[src/rtl/window_sum_sched.sv]
// rtl/window_sum_sched.sv - streaming sliding-window adder over a rotating accumulator bank
module window_sum_sched #(
  parameter  int DATA_W  = 8,
  parameter  int MAX_WIN = 4,
  parameter  int SUM_W   = 10,
  parameter  int DEF_WIN = 3,
  localparam int WIN_W   = $clog2(MAX_WIN + 1)
) (
  input  logic              clk,
  input  logic              reset,
  input  logic [DATA_W-1:0] in_data,
  input  logic              in_valid,
  output logic              in_ready,
  output logic [SUM_W-1:0]  out_sum,
  output logic              out_valid,
  input  logic              out_ready,
  input  logic              cfg_load,
  input  logic [WIN_W-1:0]  cfg_win,
  output logic              cfg_err,
  output logic [WIN_W-1:0]  win
);

  localparam int PTR_W = (MAX_WIN > 1) ? $clog2(MAX_WIN) : 1;

  // acc[j] holds the running sum of every sample since slot j last restarted
  logic [SUM_W-1:0] acc [MAX_WIN];
  logic [PTR_W-1:0] ptr;
  logic [PTR_W-1:0] ptr_nxt;
  logic [WIN_W-1:0] fill;
  logic [WIN_W-1:0] fill_nxt;
  logic [WIN_W-1:0] win_m1;
  logic [SUM_W-1:0] d_ext;
  logic [SUM_W-1:0] sum_nxt;
  logic             accept;
  logic             cfg_ok;
  logic             fill_full;

  // Handshake, slot rotation and next-window arithmetic
  always_comb begin
    in_ready  = (!out_valid || out_ready) && !cfg_load;
    accept    = in_valid && in_ready;
    cfg_ok    = (cfg_win != '0) && (cfg_win <= WIN_W'(MAX_WIN));
    win_m1    = win - WIN_W'(1);
    fill_full = (fill == win_m1);
    ptr_nxt   = (WIN_W'(ptr) == win_m1) ? '0 : ptr + PTR_W'(1);
    d_ext     = SUM_W'(in_data);
    // The slot after the restarting one already holds the previous win-1
    // samples; a one-sample window has no such slot, so use d directly.
    sum_nxt   = (win == WIN_W'(1)) ? d_ext : acc[ptr_nxt] + d_ext;
    fill_nxt  = fill_full ? fill : fill + WIN_W'(1);
  end

  // Control state: window length, slot pointer, warm-up count, output register
  always_ff @(posedge clk) begin
    if (reset) begin
      win       <= WIN_W'(DEF_WIN);
      ptr       <= '0;
      fill      <= '0;
      out_valid <= 1'b0;
      out_sum   <= '0;
      cfg_err   <= 1'b0;
    end else begin
      cfg_err <= cfg_load && !cfg_ok;
      if (cfg_load && cfg_ok) begin
        win       <= cfg_win;
        ptr       <= '0;
        fill      <= '0;
        out_valid <= 1'b0;
      end else if (accept) begin
        ptr       <= ptr_nxt;
        fill      <= fill_nxt;
        out_sum   <= sum_nxt;
        out_valid <= fill_full;
      end else if (out_ready) begin
        out_valid <= 1'b0;
      end
    end
  end

  // Accumulator bank: the pointed slot restarts, every other slot adds the sample
  always_ff @(posedge clk) begin
    if (reset) begin
      for (int j = 0; j < MAX_WIN; j++) begin
        acc[j] <= '0;
      end
    end else if (accept) begin
      for (int j = 0; j < MAX_WIN; j++) begin
        if (PTR_W'(j) == ptr) begin
          acc[j] <= d_ext;
        end else begin
          acc[j] <= acc[j] + d_ext;
        end
      end
    end
  end

endmodule

[config.mk]
export PLATFORM = sky130hd
export DESIGN_NAME = window_sum_sched
export DESIGN_NICKNAME = d
export VERILOG_FILES = /design/src/rtl/window_sum_sched.sv
export SDC_FILE = /design/constraint.sdc
export NUM_CORES = 1
export LEC_CHECK = 0
export BUFFER_PORTS_ARGS = -buffer_cell sky130_fd_sc_hd__buf_2
export CELL_PAD_IN_SITES_DETAIL_PLACEMENT = 1
export CELL_PAD_IN_SITES_GLOBAL_PLACEMENT = 2
export CORE_MARGIN = 1.5
export CORE_UTILIZATION = 34
export CTS_CLUSTER_DIAMETER = 80
export CTS_CLUSTER_SIZE = 24
export DETAILED_ROUTE_END_ITERATION = 12
export PLACE_DENSITY_LB_ADDON = 0.1
export SLEW_MARGIN = 5
export SYNTH_ARGS = -nofsm -noshare
export SYNTH_HDL_FRONTEND = slang
export SYNTH_SLANG_ARGS = --single-unit
[constraint.sdc]
create_clock -name clk -period 3.8 [get_ports clk]
set_clock_uncertainty 0.2 [all_clocks]
set_input_delay 0 -clock clk [delete_from_list [all_inputs] [get_ports clk]]
set_output_delay 0 -clock clk [all_outputs]
set_load 0.02 [all_outputs]
==> reports/summary.txt <==
WL per Instance - 20.1 um
PortBufs - 31
Top FF cell, synth - edfxtp_1
Routed Antenna Nets - 0
pwr dens - 381 nW/um2
via count - 4638
area taken by multi-input logic gates - 3210 um2
# DRC - 0
Crit Path Category - register to register
Hold Worst Slack - 0.295 ps
Crit path required time - 3850 ps
clock buffer depth - 2
CTS tree - built
Yosys warning count - 0
synthesized cell area - 5040 um2
CTS Root Cell - clkbuf_16
area of the die - 15600 um2
max-cap viol count - 0
Max rail drop VDD - 0.182 mV
WP data arrival - 3660 ps
layout net count - 710
RSZ-0062 raised after global routing - true
sequential cell area - 1600 um2
Initial Util - 0.348
critical path launch point type - register
Worst setup startpoint - win[1]
initial antenna violation count - 0
filler instances - 1744
Top Ports - 32
Peak Freq - 277 MHz
Via density - 5.58
Reg clk slew, reported paths - 60 ps
die height - 125 um
routability congestion estimate - 0.884
layout cells sized above 1 - 0.117
largest net degree at the start of global routing - 38
Core Region - 14500 um2
first-pass GRT wire length - 26700 um
Avg Cell Area, Syn - 8.49 um2
critical path's slowest cell - ha_1
worst r2r src - win[1]
Slew HR - 0.397
flops & latches, synth - 60
CP Cell Sequence - inv_1 > ha_1 > xor2_2 > buf_4 > a311oi_4 > buf_4 > a221o_1 > ha_1 > a211oi_1 > o21bai_1 > a21oi_1 > xnor2_1 > nand2_1 > a311oi_1
fin util - 0.407
Hold Startpoint - in_data[6]
hpwl dp - 12200 um
pre-CTS setup slack - 107 ps
leakage - 2.43 nW
Syn Inst Count - 593
most frequent cells in the layout - nor2_1, a21oi_1, nand2_1, ha_1, nor3_1
final setup margin - 194 ps
Post-synth EDFFs - 40
Pre-antenna DRT Iters - 4
crit-path max FO - 8
status - complete, no violations
initial detailed-routing violation count - 253
Antenna Cells - 0
clk_lat worst skew - 340 ps
Critical Path End Type - register
vias in the first global route - 4760
final worst-path cycle share - 0.949
number of CTS-inserted buffers - 9
Slew @ Worst Pin - 904 ps
grt ovf - 0
Period minus WS final - 3610 ps
total global-route track usage - 0.223
H-tree levels - 3
delay of the slowest critical-path stage - 400 ps
syn_nets - 661
most common cell after layout, fill and taps aside - nor2_1
max-slew violation count - 0
final setup fails - 0
min-delay worst type - primary input to register
Post-CTS Setup Repair Bufs - 0
Rows - 44
register area share after synthesis - 0.318
DRT Wirelength - 16700 um
total power - 2.25 mW
Die Span X - 125 um
Sink Count - 60
P&R area growth vs syn - 17.0%
final hold vios - 0
Unique masters post-synth - 54
Post-synth ARST share - 0
## what timing repair did
| action | CTS | global route |
|---|---|---|
| resized for setup | 0 | 3 |
| hold buffers | 15 | 0 |
| hold endpoints to repair | 17 | 0 |
| endpoints found under the setup margin | 0 | 6 |
## area by class of cell
class | instances | area share
Clock buffer | 14 | 0.0448
Sequential cell | 60 | 0.272
Clock inverter | 2 | 0.00149
Tap cell | 184 | 0.0391
Multi-Input combinational cell | 471 | 0.545
Timing Repair Buffer | 64 | 0.0747
Inverter | 36 | 0.0229
## Yosys cell counts, types with 11 or more instances
cell,n,area [um2]
nor2_1,69,259
dfxtp_1,20,400
nor2b_1,13,81.3
a21oi_1,50,250
nand3_1,19,95.1
nand2_1,47,176
nor3_1,41,205
ha_1,47,588
inv_1,36,135
o21ai_0,22,110
mux2i_1,17,170
edfxtp_1,40,1200
clkbuf_1,16,60.1
xnor2_1,11,96.3
xor2_1,17,149
## power by group
part           internal, mW  switching (mW)
clock network         0.475           0.308
logic                 0.271           0.401
registers             0.749          0.0438
total                  1.49           0.753
## cells by family after synthesis
kind of cell / share of synthesized area
buffers and inverters: 0.0484
adders and majority gates: 0.137
and+or+nand+nor: 0.206
xor gates and xnor gates: 0.0599
DFF: 0.318
muxes: 0.0427
AOI/OAI and AO/OA: 0.188
## worst max-delay path, delay by kind of cell, from the launching register on
| kind | cells | cell delay (ps) |
|---|---|---|
| compound gates | 6 | 1440 |
| xor+xnor | 2 | 360 |
| fa+ha+maj | 2 | 700 |
| buf+inv | 3 | 440 |
| flops | 1 | 320 |
| simple gates | 1 | 60 |
## sequential cells by signal, indices dropped and copies added (netlist names)
register / count
acc: 40
out_sum: 10
out_valid: 1
win: 3
ptr: 2
cfg_err: 1
fill: 3
## final timing paths
check               endpoint  slack [ps]  depth (start not counted)
hold reg to reg   out_sum[9]         260                          2
setup reg to reg  out_sum[5]         190                         14
hold / removal    out_sum[6]         0.3                          3
setup / recovery  out_sum[5]         190                         14
## stage by stage
stage	instance area [um2]	instances	TNS [ps]
final	5890	831	0
after global routing	5890	831	-108
after CTS	5870	831	0
after detailed placement	5450	800	0
after global placement	5450	800	0
after floorplan	5040	593	0
## per-layer routing
metal	vias up	track usage	part of all wire
met3	8	0.0460	0.039
met1	2298	0.292	0.47
li1	2250	-	-
met4	0	0.0480	0.0096
met2	82	0.379	0.48
met5	-	0	0
(Power assumes the default switching activity.)
